==> config.mk <==
export PLATFORM = sky130hd
export DESIGN_NAME = dda_run_ctrl
export DESIGN_NICKNAME = d
export VERILOG_FILES = /design/src/rtl/dda_pkg.sv /design/src/rtl/dda_pos_sampler.sv /design/src/rtl/dda_run_ctrl.sv
export SDC_FILE = /design/constraint.sdc
export NUM_CORES = 1
export LEC_CHECK = 0
export BUFFER_PORTS_ARGS = -buffer_cell sky130_fd_sc_hd__buf_2
export CAP_MARGIN = 10
export CELL_PAD_IN_SITES_DETAIL_PLACEMENT = 1
export CELL_PAD_IN_SITES_GLOBAL_PLACEMENT = 2
export CORE_MARGIN = 4
export CORE_UTILIZATION = 35
export CTS_CLUSTER_SIZE = 16
export DETAILED_ROUTE_END_ITERATION = 6
export MAX_ROUTING_LAYER = met4
export PLACE_DENSITY = 0.8
export SYNTH_ARGS = -nofsm -noshare
export SYNTH_HDL_FRONTEND = slang
export SYNTH_HIERARCHICAL = 1
export SYNTH_SLANG_ARGS = --single-unit
export TNS_END_PERCENT = 100
==> constraint.sdc <==
create_clock -name clk -period 3.15 [get_ports clk]
set_input_delay 0.4725 -clock clk [delete_from_list [all_inputs] [get_ports clk]]
set_output_delay 0.4725 -clock clk [all_outputs]
set_load 0.1 [all_outputs]
==> src/rtl/dda_pkg.sv <==
// Shared definitions for the DDA run controller: state encoding, command map
// and the bit layout of the command and status words.
package dda_pkg;

  localparam logic [1:0] ST_IDLE    = 2'd0;
  localparam logic [1:0] ST_RESTART = 2'd1;
  localparam logic [1:0] ST_RUN     = 2'd2;
  localparam logic [1:0] ST_HOLD    = 2'd3;

  localparam logic [7:0] CMD_START   = 8'h01;
  localparam logic [7:0] CMD_K1      = 8'h02;
  localparam logic [7:0] CMD_K2      = 8'h03;
  localparam logic [7:0] CMD_KM      = 8'h04;
  localparam logic [7:0] CMD_X1      = 8'h05;
  localparam logic [7:0] CMD_V1      = 8'h06;
  localparam logic [7:0] CMD_X2      = 8'h07;
  localparam logic [7:0] CMD_V2      = 8'h08;
  localparam logic [7:0] CMD_STOP    = 8'h09;
  localparam logic [7:0] CMD_SET_DIV = 8'h0A;
  localparam logic [7:0] CMD_CLR_ERR = 8'h0B;

  localparam logic [6:0] MASK_FULL = 7'h7F;
  localparam int         NUM_PARAMS = 7;

  localparam int CMD_ADDR_LSB   = 24;
  localparam int CMD_TOGGLE_BIT = 23;
  localparam int CMD_DATA_W     = 18;

  localparam int ST_STATE_LSB = 30;
  localparam int ST_MASK_LSB  = 23;
  localparam int ST_ERR_BIT   = 22;
  localparam int ST_ACK_BIT   = 21;

  typedef struct packed {
    logic [1:0]  state;
    logic [6:0]  mask;
    logic        err;
    logic        ack;
    logic [4:0]  rsvd;
    logic [15:0] count;
  } status_t;

  function automatic logic is_param_addr(input logic [7:0] addr);
    return (addr >= CMD_K1) && (addr <= CMD_V2);
  endfunction

endpackage

==> src/rtl/dda_pos_sampler.sv <==
// Decimates the two DDA positions into a packed 32-bit word; the divider
// value is only picked up at a terminal count or on clear.
module dda_pos_sampler
  import dda_pkg::*;
#(
  parameter int               DW        = 18,
  parameter int               DIV_W     = 16,
  parameter logic [DIV_W-1:0] DIV_RESET = 16'd1000
) (
  input  logic             clk,
  input  logic             reset_n,
  input  logic             enable,
  input  logic             clear,
  input  logic [DIV_W-1:0] div,
  input  logic [DW-1:0]    x1,
  input  logic [DW-1:0]    x2,
  output logic [31:0]      pos_word,
  output logic [15:0]      sample_count
);

  logic [DIV_W-1:0] div_cnt;
  logic [DIV_W-1:0] div_act;
  logic             terminal;

  assign terminal = (div_cnt == div_act - DIV_W'(1));

  logic unused_lsbs;
  assign unused_lsbs = ^{x1[DW-17:0], x2[DW-17:0]};

  always_ff @(posedge clk or negedge reset_n) begin
    if (!reset_n) begin
      div_cnt      <= '0;
      div_act      <= DIV_RESET;
      pos_word     <= '0;
      sample_count <= '0;
    end else if (clear) begin
      div_cnt <= '0;
      div_act <= div;
    end else if (enable) begin
      if (terminal) begin
        div_cnt      <= '0;
        div_act      <= div;
        // Top 16 bits of each position, plain truncation.
        pos_word     <= {x1[DW-1 -: 16], x2[DW-1 -: 16]};
        sample_count <= sample_count + 16'd1;
      end else begin
        div_cnt <= div_cnt + DIV_W'(1);
      end
    end
  end

endmodule

==> src/rtl/dda_run_ctrl.sv <==
// Command-driven run controller for the two-mass DDA: shadow parameter bank,
// atomic apply at restart, restart/run/hold sequencing and position sampling.
module dda_run_ctrl
  import dda_pkg::*;
#(
  parameter int               DW             = 18,
  parameter int               RESTART_CYCLES = 4,
  parameter int               DIV_W          = 16,
  parameter logic [DIV_W-1:0] DIV_RESET      = 16'd1000
) (
  input  logic          clk,
  input  logic          reset_n,
  input  logic [31:0]   cmd_word,
  input  logic [DW-1:0] x1,
  input  logic [DW-1:0] x2,
  output logic          dda_restart,
  output logic          dda_run,
  output logic [DW-1:0] k1_act,
  output logic [DW-1:0] k2_act,
  output logic [DW-1:0] km_act,
  output logic [DW-1:0] x1_act,
  output logic [DW-1:0] v1_act,
  output logic [DW-1:0] x2_act,
  output logic [DW-1:0] v2_act,
  output logic [31:0]   pos_word,
  output logic [31:0]   status_word
);

  localparam int RC_W = $clog2(RESTART_CYCLES + 1);

  logic             toggle_q;
  logic             cmd_valid;
  logic [7:0]       addr;
  logic [DW-1:0]    data;
  logic [2:0]       param_idx;

  logic [DW-1:0]    shadow [NUM_PARAMS];
  logic [DW-1:0]    act    [NUM_PARAMS];
  logic [6:0]       mask;
  logic             err;
  logic             ack;
  logic [1:0]       state;
  logic [RC_W-1:0]  rst_cnt;
  logic [DIV_W-1:0] div_reg;
  logic [15:0]      sample_count;

  logic is_start, is_stop, is_param, is_div, is_clr, is_bad;
  logic start_go, start_refused;

  // A command is any edge on the toggle bit; the word is stable around it.
  assign cmd_valid = cmd_word[CMD_TOGGLE_BIT] ^ toggle_q;
  assign addr      = cmd_word[31:CMD_ADDR_LSB];
  assign data      = DW'(cmd_word[CMD_DATA_W-1:0]);
  assign param_idx = 3'(addr - CMD_K1);

  logic unused_cmd_bits;
  assign unused_cmd_bits = ^cmd_word[CMD_TOGGLE_BIT-1:CMD_DATA_W];

  assign is_start = cmd_valid && (addr == CMD_START);
  assign is_stop  = cmd_valid && (addr == CMD_STOP);
  assign is_param = cmd_valid && is_param_addr(addr);
  assign is_div   = cmd_valid && (addr == CMD_SET_DIV);
  assign is_clr   = cmd_valid && (addr == CMD_CLR_ERR);
  assign is_bad   = cmd_valid && ((addr == 8'h00) || (addr > CMD_CLR_ERR));

  // START during RESTART is swallowed; outside IDLE the mask is always full.
  assign start_go      = is_start && (mask == MASK_FULL) && (state != ST_RESTART);
  assign start_refused = is_start && (mask != MASK_FULL) && (state == ST_IDLE);

  always_ff @(posedge clk or negedge reset_n) begin
    if (!reset_n) begin
      toggle_q <= 1'b0;
      ack      <= 1'b0;
      err      <= 1'b0;
      mask     <= '0;
      state    <= ST_IDLE;
      rst_cnt  <= '0;
      div_reg  <= DIV_RESET;
      for (int i = 0; i < NUM_PARAMS; i++) begin
        shadow[i] <= '0;
        act[i]    <= '0;
      end
    end else begin
      toggle_q <= cmd_word[CMD_TOGGLE_BIT];
      if (cmd_valid) ack <= cmd_word[CMD_TOGGLE_BIT];

      if (is_param) begin
        shadow[param_idx] <= data;
        mask[param_idx]   <= 1'b1;
      end

      if (is_div) begin
        div_reg <= (data[DIV_W-1:0] == '0) ? DIV_W'(1) : data[DIV_W-1:0];
      end

      if (is_clr) err <= 1'b0;
      else if (is_bad || start_refused) err <= 1'b1;

      if (start_go) begin
        for (int i = 0; i < NUM_PARAMS; i++) act[i] <= shadow[i];
        rst_cnt <= RC_W'(RESTART_CYCLES);
        state   <= ST_RESTART;
      end else begin
        case (state)
          ST_RESTART: begin
            if (rst_cnt == RC_W'(1)) state <= ST_RUN;
            else rst_cnt <= rst_cnt - RC_W'(1);
          end
          ST_RUN: if (is_stop) state <= ST_HOLD;
          default: ;
        endcase
      end
    end
  end

  assign dda_restart = (state == ST_RESTART);
  assign dda_run     = (state == ST_RUN);

  assign k1_act = act[0];
  assign k2_act = act[1];
  assign km_act = act[2];
  assign x1_act = act[3];
  assign v1_act = act[4];
  assign x2_act = act[5];
  assign v2_act = act[6];

  dda_pos_sampler #(
    .DW        (DW),
    .DIV_W     (DIV_W),
    .DIV_RESET (DIV_RESET)
  ) u_sampler (
    .clk          (clk),
    .reset_n      (reset_n),
    .enable       (state == ST_RUN),
    .clear        (start_go),
    .div          (div_reg),
    .x1           (x1),
    .x2           (x2),
    .pos_word     (pos_word),
    .sample_count (sample_count)
  );

  status_t status;
  always_comb begin
    status       = '0;
    status.state = state;
    status.mask  = mask;
    status.err   = err;
    status.ack   = ack;
    status.count = sample_count;
  end
  assign status_word = status;

endmodule

==> results.yml, run 1 <==
final_layout:
  largest_register_ffs: 126
  reg_top3: "shadow: 126 flops, u_sampler/pos_word: 32 flops"
  final_common_cell: "dfrtp_1"
  antenna_cells: 0
  final_cell_mix: "dfrtp_1 (348), buf_2 (246), mux2_4 (147), mux2_2 (142), clkbuf_16 (42)"
  register_area_um2: 9100
  drive_gt1_frac: 0.516
  regMostFlops: "shadow"
  nets: 1364
  design_area_um2: 18800
  syn_to_final_growth_pct: 22.6
  multi_input_area_um2: 5860
  num-fill-cells: 4502
pwr:
  p_comb_frac: 0.088
  swShare: 0.253
  leakage_uw: 0.0101
  switchingPower_uw: 2670
  intPower_uw: 7900
  powerDensity_nw_per_um2: 563
  ir_worst_vdd_v: 0.000414
  clock_power_share: 0.436
  pwr-share-seq: 0.475
sta:
  fin_crit_sh: 0.943
  final_hold_viol_count: 0
  finalClockSkew_ns: 0.0197
  holdWs_ns: 0.122
  relSlewSlack: 0.532
  final_max_slew_viol_count: 0
  final.setup.tns_ns: 0
  period_needed_ns: 2.97
  max_clock_freq_mhz: 337
  setup_viol: 0
  tightest_slew_ns: 0.702
  rsz0062_at_grt: "no"
grt:
  gr-total-overflow: 0
  grt_pass1_vias: 10200
  grt_max_degree: 84
  groute.usage.overall: 0.166
  antenna_found_initial: 0
  grt_first_pass_wirelength_mm: 60.4
route:
  wl_per_cell_um: 20.0
  drtIter0Drc: 411
  antenna_left: 0
  top_layer: "met4"
  routed_wl_mm: 38.1
  wl_met2_mm: 19.2
  wl_met3_mm: 1.71
  first_pass_iters: 4
  dr_total_vias: 9113
  wl_met1_mm: 16.3
  viasPerCell: 4.79
  drc_errors: 0
die:
  dieHeight_um: 217
  io_pins: 262
  start_util: 0.355
  core_um2: 43200
  die_w_um: 217
  design.die.area_um2: 47200
  rows: 76
clock_tree:
  clkLatencyLatePin_ns: 0.55
  cts-root-buf: "clkbuf_16"
  h-tree-depth: 2
  cts.sinks: 363
  cts_buffers: 41
  cts_tree: "yes"
  postCtsSetupRepairBufs: 0
  cts_buffer_depth: 3
  clk_pin_slew_ns: 0.06
worst_setup_path:
  critPathArrivalTime_ns: 3.40
  crit_chain: "inv_1, ha_1, or4b_4, o31a_1, nor4_2, nand4_1, or4_4, clkbuf_16, mux2_4"
  slowest_stage: "or4_4"
  cpPeakStageDelay_ns: 0.50
  path_class: "reg -> reg"
  cp-start-kind: "register"
  cp_max_fo: 17
  cp-end-kind: "register"
  critical_path_required_ns: 3.58
yosys:
  synth-main-ff-cell: "dfrtp_1"
  ys_types: 53
  syn_area_um2: 15300
  synth_enable_flop_cells: 0
  syn_inst: 994
  synth.yosys.seq_area_share: 0.594
  async_flop_share: 1.00
  avgSynthCellArea_um2: 15.4
  ys_warn_count: 6
  ys_seq_elements: 363
place:
  dpl.hpwl_mm: 25.7
  io_buffers: 247
  gp_congestion: 0.801
  place_area_um2: 17400
hold_path:
  min_path_type: "in -> reg"
job:
  max_cap_viol_count: 0
run_status:
  outcome: "finished clean"
power by group through the flow:
stage / Sequential [uW] / Combinational, uW / Clock [uW]
2_1_floorplan: 5260 / 431 / 0
3_3_place_gp: 5090 / 925 / 0
3_5_place_dp: 5110 / 946 / 0
4_1_cts: 5030 / 952 / 4780
5_1_grt: 5050 / 1020 / 5000
6_report: 5020 / 935 / 4610
per-stage QoR:
step / power (uW) / instances / worst slack, ns / utilization
finish: 10600 / 1902 / 0.178 / 0.435
global route: 11100 / 1902 / 0.0187 / 0.435
CTS: 10800 / 1901 / 0.0181 / 0.434
detailed placement: 6050 / 1826 / 0.00841 / 0.403
global placement: 6020 / 1826 / 0.0731 / 0.403
floorplan: 5690 / 998 / 0.0389 / -
cells in the mapped netlist (4+ instances only):
| master | n | area [um2] |
|---|---|---|
| nand2b_1 | 10 | 62.6 |
| buf_2 | 4 | 20.0 |
| a21oi_1 | 7 | 35.0 |
| ha_1 | 8 | 100 |
| buf_4 | 9 | 67.6 |
| xor2_1 | 23 | 201 |
| buf_6 | 19 | 214 |
| inv_1 | 19 | 71.3 |
| o211ai_1 | 4 | 30.0 |
| o21ai_0 | 4 | 20.0 |
| nor4_1 | 13 | 81.3 |
| clkbuf_1 | 14 | 52.6 |
| nor2_1 | 30 | 113 |
| nand3_1 | 15 | 75.1 |
| dfstp_2 | 12 | 315 |
| mux2_2 | 142 | 1600 |
| xnor2_1 | 25 | 219 |
| and3_1 | 4 | 25.0 |
| nand2_1 | 22 | 82.6 |
| mux2_1 | 28 | 315 |
| nor2b_1 | 5 | 31.3 |
| nor3_1 | 21 | 105 |
| or4_1 | 4 | 30.0 |
| mux2_4 | 147 | 2210 |
| nand4_1 | 11 | 68.8 |
| dfrtp_1 | 351 | 8780 |
critical path: cells and delay by family (launching register included):
kind	cells	cell delay [ns]
buf+inv	2	0.30
compound gates	1	0.34
flops	1	0.42
fa+ha+maj	1	0.18
simple gates	4	1.29
mux	1	0.31
cell families after synthesis:
kind of cell,after synthesis,synth area share
flops,363,0.594
other cells,1,0.000245
xor+xnor,48,0.0275
fa+ha+maj,8,0.00654
mux,319,0.270
buf+inv,65,0.0278
simple gates,156,0.0580
compound gates,34,0.0154
layout make-up:
type                       count  share of cell area
sequential                   363               0.485
clock buffer                  62              0.0647
tap                          585              0.0390
multi-input combinational    570               0.312
timing repair buffer         291              0.0904
inverter                      19             0.00380
clock inverter                12             0.00527
path summary, 6_finish.rpt:
| path | start | end | slack (ns) | cells after the start |
|---|---|---|---|---|
| setup / recovery | u_sampler/div_act[0] | u_sampler/pos_word[16] | 0.18 | 9 |
| max in group asynchronous | reset_n | div_reg[9] | 1.68 | 3 |
| setup reg to reg | u_sampler/div_act[0] | u_sampler/pos_word[16] | 0.18 | 9 |
| min in group asynchronous | reset_n | shadow[92] | 0.54 | 2 |
| hold / removal | cmd_word[23] | toggle_q | 0.12 | 1 |
| hold reg to reg | u_sampler/sample_count[15] | u_sampler/sample_count[15] | 0.47 | 1 |
metal layers:
| metal | global-route usage | up-vias |
|---|---|---|
| met4 | 0.0483 | 0 |
| met3 | 0.0323 | 61 |
| met2 | 0.277 | 166 |
| met5 | - | - |
| met1 | 0.208 | 4780 |
| li1 | - | 4106 |
timing repair:
item / CTS / global route
cloned: 0 / 1
resized for setup: 1 / 6
setup endpoints to repair: 1 / 52
hold buffers: 1 / 0
endpoints found under the hold margin: 67 / 0
(Power assumes the default switching activity.)
==> inputs of run 2 (changes only) <==
--- a/config.mk
+++ b/config.mk
@@ -14,7 +14,7 @@
 export CTS_CLUSTER_SIZE = 16
 export DETAILED_ROUTE_END_ITERATION = 6
 export MAX_ROUTING_LAYER = met4
-export PLACE_DENSITY = 0.8
+export PLACE_DENSITY = 0.78
 export SYNTH_ARGS = -nofsm -noshare
 export SYNTH_HDL_FRONTEND = slang
 export SYNTH_HIERARCHICAL = 1
==> constraint.sdc (replaced) <==
create_clock -name clk -period 3 [get_ports clk]
set_input_delay 0.45 -clock clk [delete_from_list [all_inputs] [get_ports clk]]
set_output_delay 0.45 -clock clk [all_outputs]
set_load 0.1 [all_outputs]
==> results.yml, run 2 (same netlist as run 1, synthesis figures left out) <==
die:
  io_pins: 262
  die_w_um: 217
  rows: 76
  start_util: 0.355
  design.die.area_um2: 47200
  dieHeight_um: 217
  core_um2: 43200
pwr:
  powerDensity_nw_per_um2: 582
  ir_worst_vdd_v: 0.000422
  leakage_uw: 0.0104
final_layout:
  nets: 1397
  antenna_cells: 0
  final_cell_mix: "dfrtp_1 (346), buf_2 (246), mux2_4 (156), mux2_2 (142), buf_4 (57)"
  multi_input_area_um2: 5950
  drive_gt1_frac: 0.539
  largest_register_ffs: 126
  regMostFlops: "shadow"
  num-fill-cells: 4455
  final_common_cell: "dfrtp_1"
  syn_to_final_growth_pct: 25.7
  register_area_um2: 9100
  design_area_um2: 19300
  reg_top3: "shadow: 126 flops, u_sampler/pos_word: 32 flops"
worst_setup_path:
  cp_max_fo: 7
  cp-start-kind: "register"
  slowest_stage: "or4_4"
  cp-end-kind: "register"
  r2r_cells: 9
  path_class: "reg -> reg"
  critical_path_required_ns: 3.45
  cpPeakStageDelay_ns: 0.55
  crit_chain: "nor4_4, nand2_1, or4_4, a32o_2, buf_6, nand4b_1, o21bai_4, buf_12, mux2_1"
  critPathArrivalTime_ns: 3.42
sta:
  finalClockSkew_ns: 0.0348
  setup_viol: 0
  max_clock_freq_mhz: 337
  tightest_slew_ns: 0.670
  worst_slack_ns: 0.0292
  final_hold_viol_count: 0
  period_needed_ns: 2.97
  final_max_slew_viol_count: 0
  fin_crit_sh: 0.990
  relSlewSlack: 0.553
  rsz0062_at_grt: "yes"
  holdWs_ns: 0.124
clock_tree:
  clkLatencyLatePin_ns: 0.58
  cts-root-buf: "clkbuf_16"
  cts.sinks: 363
  cts_buffer_depth: 3
  cts_tree: "yes"
  cts_buffers: 42
  h-tree-depth: 2
  clk_pin_slew_ns: 0.06
route:
  dr_total_vias: 9294
  routed_wl_mm: 40.2
  antenna_left: 0
  viasPerCell: 4.81
  first_pass_iters: 4
  wl_per_cell_um: 20.8
  drtIter0Drc: 341
  drc_errors: 0
grt:
  groute.usage.overall: 0.174
  antenna_found_initial: 1
  gr-total-overflow: 0
  grt_pass1_vias: 10400
  grt_max_degree: 75
  grt_first_pass_wirelength_mm: 62.2
place:
  place_area_um2: 17600
  dpl.hpwl_mm: 26.3
  place_ws_ns: -0.136
  gp_congestion: 0.796
  io_buffers: 247
hold_path:
  min_path_type: "in -> reg"
  hold_path_depth: 2
run_status:
  outcome: "finished clean"
job:
  max_cap_viol_count: 0
## run 2: cell type report
cell class / instances / area share
tap: 585 / 0.0380
sequential: 363 / 0.473
clock buffer: 61 / 0.0630
clock inverter: 11 / 0.00676
timing repair buffer: 323 / 0.107
multi-input combinational: 570 / 0.309
inverter: 19 / 0.00370
## run 2: worst paths after layout
check	slack, ns	startpoint	to
max	0.03	u_sampler/div_act[1]	u_sampler/div_act[14]
min reg2reg	0.48	u_sampler/sample_count[15]	u_sampler/sample_count[15]
max in group asynchronous	1.68	reset_n	u_sampler/pos_word[21]
max reg2reg	0.03	u_sampler/div_act[1]	u_sampler/div_act[14]
min in group asynchronous	0.44	reset_n	u_sampler/pos_word[4]
min	0.12	x1[8]	u_sampler/pos_word[22]
## run 2: critical path: cells and delay by family (launching register included)
family | cells | cell delay, ns
simple gates | 4 | 1.21
mux | 1 | 0.32
buf+inv | 2 | 0.30
compound gates | 2 | 0.57
flops | 1 | 0.44
## run 2: power breakdown
group	internal (uW)	total, uW	switching (uW)
sequential	5090	5260	168
clock	2840	4910	2080
combinational	348	1040	692
## run 2: repair_timing
item                                    CTS  global route
pin swaps                                 5             3
endpoints found under the hold margin    53             0
buffers inserted                          3             8
gates cloned                              2             3
endpoints found under the setup margin   50            57
resized for setup                        16            13
hold buffers                              2             0
## run 2: per-stage QoR
step	cells	total power, uW	setup TNS (ns)	util
after floorplan	998	5970	0	-
after global placement	1843	6330	-2.47	0.407
after detailed placement	1843	6370	-4.13	0.407
after CTS	1922	11400	-0.802	0.442
after global routing	1932	11800	-0.924	0.446
final	1932	11200	0	0.446
## run 2: metal layers
metal	GRT usage	vias to the layer above	part of all wire
met2	0.277	206	0.48
met4	0.0505	0	0.023
met1	0.218	4866	0.43
met3	0.0498	61	0.068
met5	-	-	0
li1	-	4161	-
==> inputs of run 3 (changes only) <==
--- a/config.mk
+++ b/config.mk
@@ -9,7 +9,6 @@
 export CAP_MARGIN = 10
 export CELL_PAD_IN_SITES_DETAIL_PLACEMENT = 1
 export CELL_PAD_IN_SITES_GLOBAL_PLACEMENT = 2
-export CORE_MARGIN = 4
 export CORE_UTILIZATION = 35
 export CTS_CLUSTER_SIZE = 16
 export DETAILED_ROUTE_END_ITERATION = 6
==> constraint.sdc (replaced) <==
create_clock -name clk -period 3 [get_ports clk]
set_input_delay 0.6 -clock clk [delete_from_list [all_inputs] [get_ports clk]]
set_output_delay 0.6 -clock clk [all_outputs]
set_load 0.1 [all_outputs]
==> results.yml, run 3 (same netlist as run 1, synthesis figures left out) <==
run_status:
  outcome: "complete, but fails checks"
  violations: "negative setup slack"
pwr:
  swShare: 0.252
  p_comb_frac: 0.091
  pwr-share-seq: 0.459
  switchingPower_uw: 2890
  clock_power_share: 0.449
  leakage_uw: 0.0104
  intPower_uw: 8560
  ir_worst_vdd_v: 0.000440
  powerDensity_nw_per_um2: 594
worst_setup_path:
  cp-start-kind: "register"
  path_class: "reg -> reg"
  crit_chain: "buf_4, nor4_4, nand2_1, or4_1, a32o_2, or4_4, clkbuf_16, mux2_4"
  cpPeakStageDelay_ns: 0.61
  cp_max_fo: 8
  critPathArrivalTime_ns: 3.45
  cp_top_family: "simple AND/OR/NAND/NOR gates"
  critical_path_required_ns: 3.43
  critPathBufInv: 2
  slowest_stage: "or4_4"
  cp-end-kind: "register"
job:
  max_cap_viol_count: 0
grt:
  antenna_found_initial: 3
  grt_pass1_vias: 10100
  grt_first_pass_wirelength_mm: 60.1
  groute.usage.overall: 0.179
  gr-total-overflow: 0
  grt_max_degree: 69
die:
  dieHeight_um: 211
  start_util: 0.355
  die_w_um: 211
  io_pins: 262
  core_um2: 43100
  design.die.area_um2: 44600
  rows: 76
sta:
  final_hold_viol_count: 0
  rsz0062_at_grt: "yes"
  finalClockSkew_ns: 0.0123
  relSlewSlack: 0.596
  final_max_slew_viol_count: 0
  setup_viol: 16
  tightest_slew_ns: 0.606
  worst_slack_ns: -0.0141
  period_needed_ns: 3.01
  max_clock_freq_mhz: 332
  fin_crit_sh: 1.00
clock_tree:
  clkLatencyLatePin_ns: 0.56
  h-tree-depth: 2
  cts-root-buf: "clkbuf_16"
  cts.sinks: 363
  cts_tree: "yes"
  cts_buffers: 42
  cts_buffer_depth: 3
  clk_pin_slew_ns: 0.06
route:
  antenna_left: 0
  wl_per_cell_um: 19.7
  dr_total_vias: 9317
  viasPerCell: 4.81
  first_pass_iters: 4
  routed_wl_mm: 38.1
  drc_errors: 0
  drtIter0Drc: 404
final_layout:
  register_area_um2: 9100
  multi_input_area_um2: 5920
  final_common_cell: "dfrtp_1"
  nets: 1398
  syn_to_final_growth_pct: 25.9
  num-fill-cells: 4459
  reg_top3: "shadow: 126 flops, u_sampler/pos_word: 32 flops"
  regMostFlops: "shadow"
  drive_gt1_frac: 0.533
  final_util: 0.448
  largest_register_ffs: 126
  design_area_um2: 19300
  final_cell_mix: "dfrtp_1 (350), buf_2 (246), mux2_4 (151), mux2_2 (142), buf_4 (61)"
place:
  dpl.hpwl_mm: 25.9
  gp_congestion: 0.810
  io_buffers: 247
  place_area_um2: 17700
hold_path:
  min_path_type: "in -> async"
run 3: layout make-up:
cell class / instances / share of cell area
Clock inverter: 13 / 0.00882
Clock buffer: 61 / 0.0640
Antenna cell: 3 / 0.000389
Multi-Input combinational cell: 570 / 0.307
Timing Repair Buffer: 324 / 0.106
Tap cell: 585 / 0.0380
Inverter: 19 / 0.00370
Sequential cell: 363 / 0.472
run 3: repair_timing:
item	4_1_cts	5_1_grt
setup buffers	4	3
endpoints found under the setup margin	44	56
resized for setup	10	4
pin swaps	5	3
hold buffers	0	0
cloned	2	2
run 3: final timing paths:
check,startpoint,end,slack (ns),depth (start not counted)
worst max register to register,u_sampler/div_act[0],u_sampler/pos_word[12],-0.01,8
min in group clk,cmd_word[23],toggle_q,0.20,1
max in group asynchronous,reset_n,div_reg[6],2.16,2
worst max-delay path,u_sampler/div_act[0],u_sampler/pos_word[12],-0.01,8
worst min-delay path,reset_n,u_sampler/pos_word[27],0.01,1
worst min register to register,u_sampler/sample_count[15],u_sampler/sample_count[15],0.47,1
run 3: power groups by stage:
stage / Combinational [uW] / Clock, uW / Sequential, uW
after CTS: 1050 / 5310 / 5260
after global routing: 1140 / 5490 / 5290
after detailed placement: 1030 / 0 / 5350
final: 1050 / 5150 / 5260
after global placement: 1010 / 0 / 5330
after floorplan: 456 / 0 / 5520
run 3: stage by stage:
stage	cells	power, uW	setup TNS, ns	hold WS [ns]	worst slack, ns
global route	1938	11900	-4.70	0.0270	-0.129
global placement	1850	6340	-16.87	0.456	-0.158
CTS	1930	11600	-0.412	0.0154	-0.0305
finish	1938	11500	-0.106	0.0119	-0.0141
floorplan	998	5980	0	0.304	0.00930
detailed placement	1850	6380	-21.35	0.470	-0.268
run 3: routing by layer:
layer | GRT usage | wire, um | vias up
li1 | - | - | 4166
met1 | 0.226 | 16800 | 4883
met2 | 0.285 | 18500 | 207
met3 | 0.0431 | 2100 | 61
met4 | 0.0497 | 796 | 0
met5 | - | 0 | -
